--- src/rtl/config_pkg.sv ---
`default_nettype none
// ============================================================================
//  Module      : config_pkg
//  Description : Shared configuration constants and types. This file carries
//                the memory-arbiter port count, the arbiter state encoding and
//                a small modulo helper for round-robin index arithmetic.
//  Revision    : 1.0 - initial release of memory arbiter additions
// ============================================================================
package config_pkg;

    // Default number of requesters sharing the memory port.
    localparam int MEMARB_PORTS = 4;

    // Memory arbiter state encoding.
    typedef enum logic [1:0] {
        ARB_IDLE    = 2'd0,
        ARB_CMD     = 2'd1,
        ARB_RD_WAIT = 2'd2,
        ARB_RESP    = 2'd3
    } arb_state_e;

    // Wrap an index that may exceed the port count by less than one full lap.
    function automatic int wrap_idx(input int value, input int modulus);
        return (value >= modulus) ? (value - modulus) : value;
    endfunction

endpackage : config_pkg
`default_nettype wire

--- src/rtl/rr_picker.sv ---
`default_nettype none
// ============================================================================
//  Module      : rr_picker
//  Description : Combinational round-robin picker. Rotates the request vector
//                so the pointer position becomes bit 0, finds the first set
//                bit, then rotates the offset back to a port index.
//  Revision    : 1.0 - initial release
// ============================================================================
module rr_picker
    import config_pkg::*;
#(
    parameter int NUM_PORTS = 4,
    parameter int IDX_W     = $clog2(NUM_PORTS)
) (
    input  logic [NUM_PORTS-1:0] i_req,
    input  logic [IDX_W-1:0]     i_rr_ptr,
    output logic                 o_grant_valid,
    output logic [IDX_W-1:0]     o_grant_idx
);

    logic [NUM_PORTS-1:0] w_rot;
    logic [IDX_W-1:0]     w_off;
    logic                 w_found;

    // Rotate, find-first from the pointer, and map the offset back to a port.
    always_comb begin
        w_rot   = '0;
        w_off   = '0;
        w_found = 1'b0;
        for (int i = 0; i < NUM_PORTS; i++) begin
            w_rot[i] = i_req[wrap_idx(int'(i_rr_ptr) + i, NUM_PORTS)];
        end
        for (int i = 0; i < NUM_PORTS; i++) begin
            if (!w_found && w_rot[i]) begin
                w_found = 1'b1;
                w_off   = IDX_W'(i);
            end
        end
        o_grant_valid = w_found;
        o_grant_idx   = IDX_W'(wrap_idx(int'(w_off) + int'(i_rr_ptr), NUM_PORTS));
    end

endmodule : rr_picker
`default_nettype wire

--- src/rtl/mem_arbiter.sv ---
`default_nettype none
// ============================================================================
//  Module      : mem_arbiter
//  Description : Round-robin arbiter sharing one single-port word memory
//                between NUM_PORTS requesters. One transaction in flight;
//                memory commands and responses are driven from registers.
//  Revision    : 1.0 - initial release
// ============================================================================
module mem_arbiter
    import config_pkg::*;
#(
    parameter int NUM_PORTS = MEMARB_PORTS,
    parameter int ADDR_W    = 32,
    parameter int DATA_W    = 32
) (
    input  logic                          clk,
    input  logic                          rst,
    input  logic [NUM_PORTS-1:0]          req_valid,
    output logic [NUM_PORTS-1:0]          req_ready,
    input  logic [NUM_PORTS-1:0]          req_we,
    input  logic [NUM_PORTS*ADDR_W-1:0]   req_addr,
    input  logic [NUM_PORTS*DATA_W-1:0]   req_wdata,
    output logic [NUM_PORTS-1:0]          rsp_valid,
    output logic [DATA_W-1:0]             rsp_data,
    output logic                          busy,
    output logic                          err,
    output logic                          mem_read_en,
    output logic [ADDR_W-1:0]             mem_read_addr,
    input  logic [DATA_W-1:0]             mem_read_data,
    input  logic                          mem_read_valid,
    output logic                          mem_write_en,
    output logic [ADDR_W-1:0]             mem_write_addr,
    output logic [DATA_W-1:0]             mem_write_data
);

    localparam int c_IDX_W = $clog2(NUM_PORTS);

    arb_state_e           r_state;
    logic [c_IDX_W-1:0]   r_rr_ptr;
    logic [c_IDX_W-1:0]   r_owner;
    logic                 r_we;
    logic                 r_post_rst;
    logic                 r_err;
    logic                 r_mem_read_en;
    logic                 r_mem_write_en;
    logic [ADDR_W-1:0]    r_mem_read_addr;
    logic [ADDR_W-1:0]    r_mem_write_addr;
    logic [DATA_W-1:0]    r_mem_write_data;
    logic [NUM_PORTS-1:0] r_rsp_valid;
    logic [DATA_W-1:0]    r_rsp_data;

    logic                 w_grant_valid;
    logic [c_IDX_W-1:0]   w_grant_idx;
    logic                 w_sel_we;
    logic [ADDR_W-1:0]    w_sel_addr;
    logic [DATA_W-1:0]    w_sel_wdata;
    logic                 w_accept;
    logic [NUM_PORTS-1:0] w_ready;

    rr_picker #(
        .NUM_PORTS (NUM_PORTS),
        .IDX_W     (c_IDX_W)
    ) u_picker (
        .i_req         (req_valid),
        .i_rr_ptr      (r_rr_ptr),
        .o_grant_valid (w_grant_valid),
        .o_grant_idx   (w_grant_idx)
    );

    // Select the granted request fields and drive the single ready bit.
    always_comb begin
        w_sel_we    = req_we[w_grant_idx];
        w_sel_addr  = req_addr[int'(w_grant_idx)*ADDR_W +: ADDR_W];
        w_sel_wdata = req_wdata[int'(w_grant_idx)*DATA_W +: DATA_W];
        w_accept    = (r_state == ARB_IDLE) && !rst && w_grant_valid;
        w_ready     = '0;
        if (w_accept) begin
            w_ready[w_grant_idx] = 1'b1;
        end
    end

    // Transaction FSM; all memory commands and responses are registered.
    always_ff @(posedge clk) begin
        if (rst) begin
            r_state          <= ARB_IDLE;
            r_rr_ptr         <= '0;
            r_owner          <= '0;
            r_we             <= 1'b0;
            r_post_rst       <= 1'b1;
            r_err            <= 1'b0;
            r_mem_read_en    <= 1'b0;
            r_mem_write_en   <= 1'b0;
            r_mem_read_addr  <= '0;
            r_mem_write_addr <= '0;
            r_mem_write_data <= '0;
            r_rsp_valid      <= '0;
            r_rsp_data       <= '0;
        end else begin
            r_post_rst  <= 1'b0;
            r_rsp_valid <= '0;
            // Read data outside RD_WAIT has no owner; the cycle right after
            // reset may still carry a read started before reset.
            if (mem_read_valid && (r_state != ARB_RD_WAIT) && !r_post_rst) begin
                r_err <= 1'b1;
            end
            case (r_state)
                ARB_IDLE: begin
                    if (w_accept) begin
                        r_owner          <= w_grant_idx;
                        r_we             <= w_sel_we;
                        r_rr_ptr         <= c_IDX_W'(wrap_idx(int'(w_grant_idx) + 1, NUM_PORTS));
                        r_mem_read_en    <= !w_sel_we;
                        r_mem_write_en   <= w_sel_we;
                        r_mem_read_addr  <= w_sel_addr;
                        r_mem_write_addr <= w_sel_addr;
                        r_mem_write_data <= w_sel_wdata;
                        r_state          <= ARB_CMD;
                    end
                end
                ARB_CMD: begin
                    r_mem_read_en  <= 1'b0;
                    r_mem_write_en <= 1'b0;
                    if (r_we) begin
                        r_rsp_valid[r_owner] <= 1'b1;
                        r_rsp_data           <= '0;
                        r_state              <= ARB_RESP;
                    end else begin
                        r_state <= ARB_RD_WAIT;
                    end
                end
                ARB_RD_WAIT: begin
                    if (mem_read_valid) begin
                        r_rsp_valid[r_owner] <= 1'b1;
                        r_rsp_data           <= mem_read_data;
                        r_state              <= ARB_RESP;
                    end
                end
                default: begin
                    r_state <= ARB_IDLE;
                end
            endcase
        end
    end

    assign req_ready      = w_ready;
    assign rsp_valid      = r_rsp_valid;
    assign rsp_data       = r_rsp_data;
    assign busy           = (r_state != ARB_IDLE) && !rst;
    assign err            = r_err;
    assign mem_read_en    = r_mem_read_en;
    assign mem_read_addr  = r_mem_read_addr;
    assign mem_write_en   = r_mem_write_en;
    assign mem_write_addr = r_mem_write_addr;
    assign mem_write_data = r_mem_write_data;

endmodule : mem_arbiter
`default_nettype wire

--- config.mk ---
export PLATFORM = sky130hd
export DESIGN_NAME = mem_arbiter
export DESIGN_NICKNAME = d
export VERILOG_FILES = /design/src/rtl/config_pkg.sv /design/src/rtl/rr_picker.sv /design/src/rtl/mem_arbiter.sv
export SDC_FILE = /design/constraint.sdc
export NUM_CORES = 1
export LEC_CHECK = 0
export ABC_AREA = 1
export CORE_AREA = 3 3 169 171
export DETAILED_ROUTE_END_ITERATION = 7
export DIE_AREA = 0 0 172 174
export GPL_ROUTABILITY_DRIVEN = 0
export MAX_ROUTING_LAYER = met4
export PLACE_DENSITY = 0.64
export SLEW_MARGIN = 0
export SYNTH_ARGS = -nofsm -noshare
export SYNTH_HDL_FRONTEND = slang
export SYNTH_SLANG_ARGS = --single-unit
--- constraint.sdc ---
create_clock -name clk -period 3.7 [get_ports clk]
set_input_delay 0.74 -clock clk [delete_from_list [all_inputs] [get_ports clk]]
set_output_delay 0.74 -clock clk [all_outputs]
set_load 0.01 [all_outputs]
Word level (Yosys, flattened, before mapping)
Index checks and enable logic that the tools add are counted.
{"block": "op_classes", "addsub": 11, "order_cmp": 14, "n_eq_ne": 6, "n_shift": 2, "mux": 47, "reduce_logical": 24}
{"op": "128-bit by 8-bit indexed part select with 32-bit output", "n": 2}
{"op": "32-bit two-way mux", "n": 6}
{"op": "32-bit by 4-bit < comparator with 1-bit output, second input constant", "n": 4}
{"op": "32-bit by 4-bit greater-or-equal comparator with 1-bit output, second input constant", "n": 3}
{"op": "32-bit by 4-bit subtractor with 32-bit output, second input constant", "n": 3}
{"op": "32-bit case mux with 2 select lines", "n": 1}
{"op": "1-bit two-way mux", "n": 20}
{"op": "2-bit two-way mux", "n": 6}
{"op": "4-bit two-way mux", "n": 3}
{"op": "1-bit binary-select mux with 2-bit select", "n": 5}
{"op": "1-bit logical AND", "n": 10}
{"op": "2-bit != test, second input constant", "n": 4}
{"op": "4-bit case mux with 2 select lines", "n": 1}
{"op": "2-bit by 1-bit adder with 3-bit output, second input constant", "n": 2}
{"op": "2-bit by 2-bit adder with 3-bit output, second input constant", "n": 2}
{"op": "3-bit greater-or-equal comparator, second input constant", "n": 2}
{"op": "1-bit logical NOT", "n": 6}
{"op": "2-bit by 3-bit < comparator with 1-bit output, second input constant", "n": 2}
{"op": "2-bit case mux with 3 select lines", "n": 1}
{"op": "2-bit AND reduction", "n": 3}
{"op": "2-bit nonzero test", "n": 3}
{"op": "1-bit demux with 2-bit select", "n": 2}
{"op": "2-bit by 1-bit greater-or-equal comparator with 1-bit output, second input constant", "n": 2}
{"op": "1-bit case mux with 2 select lines", "n": 2}
{"op": "8 further kinds", "n": 9}
{"block": "word_totals", "regBits": 111, "in_bits": 299, "output_inout_bits": 140}

Longest topological paths before layout
{"block": "logic_depth", "ltp_word": 23, "mapped_depth": 19}

Hierarchy
From an unflattened synthesis, not the netlist that was laid out.
{"block": "unflattened", "cells_unflattened": 985, "area_unflattened_um2": 6301.0}
{"mod": "mem_arbiter", "n_inst": 1, "cells_each": 929, "area_per_inst_um2": 6042.0, "seq_area_each_um2": 2222.1}
{"mod": "rr_picker", "n_inst": 1, "cells_each": 56, "area_per_inst_um2": 259.0, "seq_area_each_um2": 0.0}

Least setup slack after synthesis
No wires, ideal clock.
{"block": "synth_path", "path_kind": "in2out", "startpoint": "input req_valid[0]", "endpoint": "output req_ready[1]", "arrival_time_ps": 2444, "path_slack_ps": 516, "path_stages": 13, "n_path_buf": 3, "path_cell_list": "inv_1 nand2_1 nand2_1 nand2_1 nand2_1 a31oi_1 nor2_1 ha_1 clkbuf_1 inv_2 clkbuf_1 clkbuf_1 nor3_1"}
{"block": "synth_between", "elab_chain_cells": 21, "word_cells_on_any_way": 36, "cone_classes": "add/sub (2); order compare (3); mux (23); reduce/logical (8)"}
{"element": "from (decl)", "line_no": "mem_arbiter.sv:18", "rtl": "input logic [NUM_PORTS-1:0] req_valid,"}
{"element": "1-bit binary-select mux with 2-bit select", "line_no": "rr_picker.sv:31", "rtl": "w_rot[i] = i_req[wrap_idx(int'(i_rr_ptr) + i, NUM_PORTS)];"}
{"element": "1-bit two-way mux (not written as such) (2 in a row)", "line_no": "rr_picker.sv:31"}
{"element": "1-bit two-way mux", "line_no": "rr_picker.sv:34", "rtl": "if (!w_found && w_rot[i]) begin"}
{"element": "1-bit logical NOT", "line_no": "rr_picker.sv:34"}
{"element": "1-bit logical AND", "line_no": "rr_picker.sv:34"}
{"element": "1-bit two-way mux", "line_no": "rr_picker.sv:34"}
{"element": "1-bit logical NOT", "line_no": "rr_picker.sv:34"}
{"element": "1-bit logical AND", "line_no": "rr_picker.sv:34"}
{"element": "[... 5 more ...]"}
{"element": "3-bit greater-or-equal comparator or 2-bit by 1-bit subtractor with 2-bit output (tied branches)", "line_no": "config_pkg.sv:24", "rtl": "return (value >= modulus) ? (value - modulus) : value;"}
{"element": "2-bit two-way mux *", "line_no": "config_pkg.sv:24"}
{"element": "named net u_picker.o_grant_idx[0]", "line_no": "rr_picker.sv:18", "rtl": "output logic [IDX_W-1:0] o_grant_idx"}
{"element": "2-bit by 3-bit < comparator with 1-bit output (not written as such) or 2-bit by 1-bit greater-or-equal comparator with 1-bit output (tied branches)", "line_no": "mem_arbiter.sv:78", "rtl": "w_ready[w_grant_idx] = 1'b1;"}
{"element": "1-bit logical AND (not written as such)", "line_no": "mem_arbiter.sv:78"}
{"element": "1-bit two-way mux (not written as such)", "line_no": "mem_arbiter.sv:78"}
{"element": "1-bit demux with 2-bit select *", "line_no": "mem_arbiter.sv:78"}
{"element": "4-bit two-way mux *", "line_no": "mem_arbiter.sv:77", "rtl": "if (w_accept) begin"}
{"element": "to (decl)", "line_no": "mem_arbiter.sv:19", "rtl": "output logic [NUM_PORTS-1:0] req_ready,"}
Mark *: on every way through the listed nets, which the timed path passes. The rest lies on a longest branch. The select of a mux whose other input is x is not followed.

Worst setup path after layout
{"block": "layout_path", "startpoint": "input req_valid[2]", "endpoint": "output req_ready[3]"}
{"block": "layout_between", "elab_chain_cells": 21, "word_cells_on_any_way": 36, "cone_classes": "add/sub (2); order compare (3); mux (23); reduce/logical (8)"}
{"element": "1-bit binary-select mux with 2-bit select", "line_no": "rr_picker.sv:31"}
{"element": "1-bit two-way mux (not written as such) (2 in a row)", "line_no": "rr_picker.sv:31"}
{"element": "1-bit two-way mux", "line_no": "rr_picker.sv:34"}
{"element": "1-bit logical NOT", "line_no": "rr_picker.sv:34"}
{"element": "1-bit logical AND", "line_no": "rr_picker.sv:34"}
{"element": "1-bit two-way mux", "line_no": "rr_picker.sv:34"}
{"element": "1-bit logical NOT", "line_no": "rr_picker.sv:34"}
{"element": "1-bit logical AND", "line_no": "rr_picker.sv:34"}
{"element": "[... 4 more ...]"}
{"element": "2-bit by 2-bit adder with 3-bit output", "line_no": "rr_picker.sv:40", "rtl": "o_grant_idx = IDX_W'(wrap_idx(int'(w_off) + int'(i_rr_ptr), NUM_PORTS));"}
{"element": "3-bit greater-or-equal comparator or 2-bit by 1-bit subtractor with 2-bit output (tied branches)", "line_no": "config_pkg.sv:24"}
{"element": "2-bit two-way mux", "line_no": "config_pkg.sv:24"}
{"element": "2-bit by 3-bit < comparator with 1-bit output (not written as such) or 2-bit by 1-bit greater-or-equal comparator with 1-bit output (tied branches)", "line_no": "mem_arbiter.sv:78"}
{"element": "1-bit logical AND (not written as such)", "line_no": "mem_arbiter.sv:78"}
{"element": "1-bit two-way mux (not written as such)", "line_no": "mem_arbiter.sv:78"}
{"element": "1-bit demux with 2-bit select", "line_no": "mem_arbiter.sv:78"}
{"element": "4-bit two-way mux *", "line_no": "mem_arbiter.sv:77"}
Mark *: on every way between the ends. The rest lies on a longest branch, timed or not. The select of a mux whose other input is x is not followed.

==> reports/metrics.cfg <==
[outcome]
status = finished, final reports clean

[synthesis]
synthesis.instances = 1029
ys.flop_type = sky130_fd_sc_hd__dfxtp_1
yosys.cell_types.count = 29
synth_nets = 1333
async_reset_ff_share_pct = 0
yosysWarningCount = 0
seq_area_frac_synth_pct = 34.3
synth_area_um2 = 6470
edff_count_synth = 0
synth_seq_cells = 111
synth_area_leaders = sky130_fd_sc_hd__dfxtp_1 (34%), sky130_fd_sc_hd__nand2_1 (23%), sky130_fd_sc_hd__nand3_1 (19%)
avgSynthCellArea_um2 = 6.29
yosys.area.top_type = sky130_fd_sc_hd__dfxtp_1
synth_top_area_share_pct = 34.3

[finish]
antennaDiodeCount = 0
layout-area-overhead-vs-synth_pct = 71.9
layout.cell_area.non_filler_um2 = 11100
commonest_cells_after_routing_fill_and_taps_aside = sky130_fd_sc_hd__clkdlybuf4s50_1 (433), sky130_fd_sc_hd__nand2_1 (387), sky130_fd_sc_hd__nand3_1 (242), sky130_fd_sc_hd__dfxtp_1 (111), sky130_fd_sc_hd__o21ai_0 (45)
post_route_cells_drive_above_1_share_pct = 5.24
mostFrequentLayoutCell = sky130_fd_sc_hd__clkdlybuf4s50_1
finalNetCount = 1694
utilization_pct = 41.2

[clocking]
clock_sink_count = 111
tritoncts = done
clk_root_buffer_cell = sky130_fd_sc_hd__clkbuf_16
numCtsBuffers = 9
cts-root-to-sink-buffers = 2
htree_levels = 3
clock_latency_late_sink_ns = 0.35
clk_pin_slew_ns = 0.07

[global_route]
initial_antenna_violation_count = 0
grt_first_pass_wirelength_mm = 44.8
via_count_of_the_first_global_routing_pass = 7927
gr-usage-all-layers_pct = 19.6
grt.overflow.total = 0
grt_start_max_net_pins = 110

[route]
post-route-drc-count = 0
detail_route.vias_per_cell = 4.69
routedWlPerCell_um = 17.1
route.final.wire_length_mm = 29.8
vias = 8140
drtIter0Drc = 499
firstDrtPassIters = 4
route.antenna.remaining_nets = 0

[place]
place_area_um2 = 10800
numPortBuffers = 438
dp_slack_ns = -0.258
post-dp-hpwl_mm = 22.2

[floorplanning]
initial_core_util_pct = 23.9
floorplan.die_area_um2 = 29900
num_rows = 60
pin_count = 439
coreArea_um2 = 27000
floorplan.die.height_um = 174
dieWidth_um = 172

[worst_setup_path]
worst_ep_arrival_time_ns = 2.74
crit_fanout = 5
startpoint_type = input pin
crit_required_ns = 2.96
path_class = in -> out
setup.worst_path.end_class = primary output

[timing]
timing_hold_violations_final = 0
report.final.slew_viol_count = 0
grt_setup_unrepaired = no
setup_tns_ns = 0
timing.slew.headroom_pct = 25.5
setup_ws_ns = 0.218
hold_ws_ns = 0.452
final_min_period_over_clock_period_pct = 94.1
maximum_operating_frequency_mhz = 287
timing_worst_slew_pin_value_ns = 1.12
setup_viol = 0
final.min_clock_period_ns = 3.48
finClkSkew_ns = 0.0129

[power]
ir_drop_v = 0.000758
leakage_uw = 0.00462
power.density_nw_per_um2 = 807

[min_path]
worst_hold_path_type = reg -> reg

[flow_run]
max_cap_viol_count = 0

## layout make-up
type / instances / area, µm²
clock buffers: 10 / 229
clock inverters: 5 / 45.0
fillers: 2810 / 15900
inverters: 24 / 97.6
multi-input cells: 783 / 3570
flip-flops and latches: 111 / 2220
well taps: 341 / 427
repair buffers: 461 / 4530
## cells in the mapped netlist (3+ instances only)
cell type,number
sky130_fd_sc_hd__buf_2,16
sky130_fd_sc_hd__dfxtp_1,111
sky130_fd_sc_hd__inv_2,4
sky130_fd_sc_hd__inv_1,18
sky130_fd_sc_hd__o21ai_0,45
sky130_fd_sc_hd__a21oi_1,37
sky130_fd_sc_hd__buf_4,37
sky130_fd_sc_hd__nand3_1,242
sky130_fd_sc_hd__nor3_1,6
sky130_fd_sc_hd__nand2_2,3
sky130_fd_sc_hd__nand2_1,388
sky130_fd_sc_hd__nand3_2,11
sky130_fd_sc_hd__clkbuf_1,51
sky130_fd_sc_hd__ha_1,5
sky130_fd_sc_hd__buf_6,5
sky130_fd_sc_hd__nor2_1,33
## layer usage
metal  GRT usage (%)  wire, µm  part of all wire (%)
met2            34.3     14900                    50
met5               -         0                     0
met3            3.73      2340                   7.9
met4            5.56       667                   2.2
met1            22.6     11900                    40
## metrics by stage
stage               power [µW]  instances
floorplan                 5920       1029
global placement          8020       1718
detailed placement        8080       1718
CTS                       9060       1733
global route              9880       1735
finish                    8980       1735
## state kept, by name, summed over array words and instances (netlist names), 2 cells and up
| register | cells |
|---|---|
| r_rr_ptr | 2 |
| r_owner | 2 |
| mem_write_addr | 32 |
| r_state | 2 |
| rsp_valid | 4 |
| mem_write_data | 32 |
| rsp_data | 32 |
## kinds of logic after synthesis
family | synth area share (%)
and+or+nand+nor | 46.3
buffers and inverters | 11.1
DFF | 34.3
AOI/OAI and AO/OA | 7.13
adders and majority gates | 0.967
xor gates and xnor gates | 0.135
## report_power, final
group | total (µW) | internal, µW | leakage (µW) | switching, µW
clock | 956 | 464 | 0.000131 | 492
combinational | 6280 | 2330 | 0.00358 | 3960
sequential | 1740 | 1510 | 0.000910 | 230
## final timing paths
| kind | depth (start not counted) | end | slack (ns) | start |
|---|---|---|---|---|
| max | 18 | req_ready[3] | 0.22 | req_valid[2] |
| min | 1 | rsp_valid[0]$_SDFF_PP0_ | 0.45 | r_owner[0]$_SDFFE_PP0P_ |
| max reg2reg | 16 | mem_read_en$_SDFFE_PP0P_ | 0.61 | r_rr_ptr[0]$_SDFFE_PP0P_ |
| min reg2reg | 1 | rsp_valid[0]$_SDFF_PP0_ | 0.45 | r_owner[0]$_SDFFE_PP0P_ |
## critical path, stage by stage
cell	delay, ns
sky130_fd_sc_hd__clkdlybuf4s50_1	0.48
sky130_fd_sc_hd__inv_1	0.06
sky130_fd_sc_hd__nand2_1	0.09
sky130_fd_sc_hd__nand2_1	0.06
sky130_fd_sc_hd__nand2_1	0.05
sky130_fd_sc_hd__nand2_1	0.06
sky130_fd_sc_hd__a31oi_1	0.13
sky130_fd_sc_hd__nor2_1	0.09
sky130_fd_sc_hd__ha_4	0.18
sky130_fd_sc_hd__xnor2_4	0.13
sky130_fd_sc_hd__inv_1	0.08
sky130_fd_sc_hd__nand2_2	0.08
sky130_fd_sc_hd__nand2_4	0.11
sky130_fd_sc_hd__inv_4	0.04
sky130_fd_sc_hd__nor2_4	0.07
sky130_fd_sc_hd__inv_1	0.06
sky130_fd_sc_hd__nor2_1	0.09
sky130_fd_sc_hd__clkbuf_2	0.14
## what timing repair did
action / CTS / global route
buffers inserted: 0 / 2
setup endpoints to repair: 4 / 4
gates resized for setup: 5 / 12
pin swaps: 0 / 3
hold buffers: 0 / 0
Note: power is estimated with default switching activity, not from simulation.
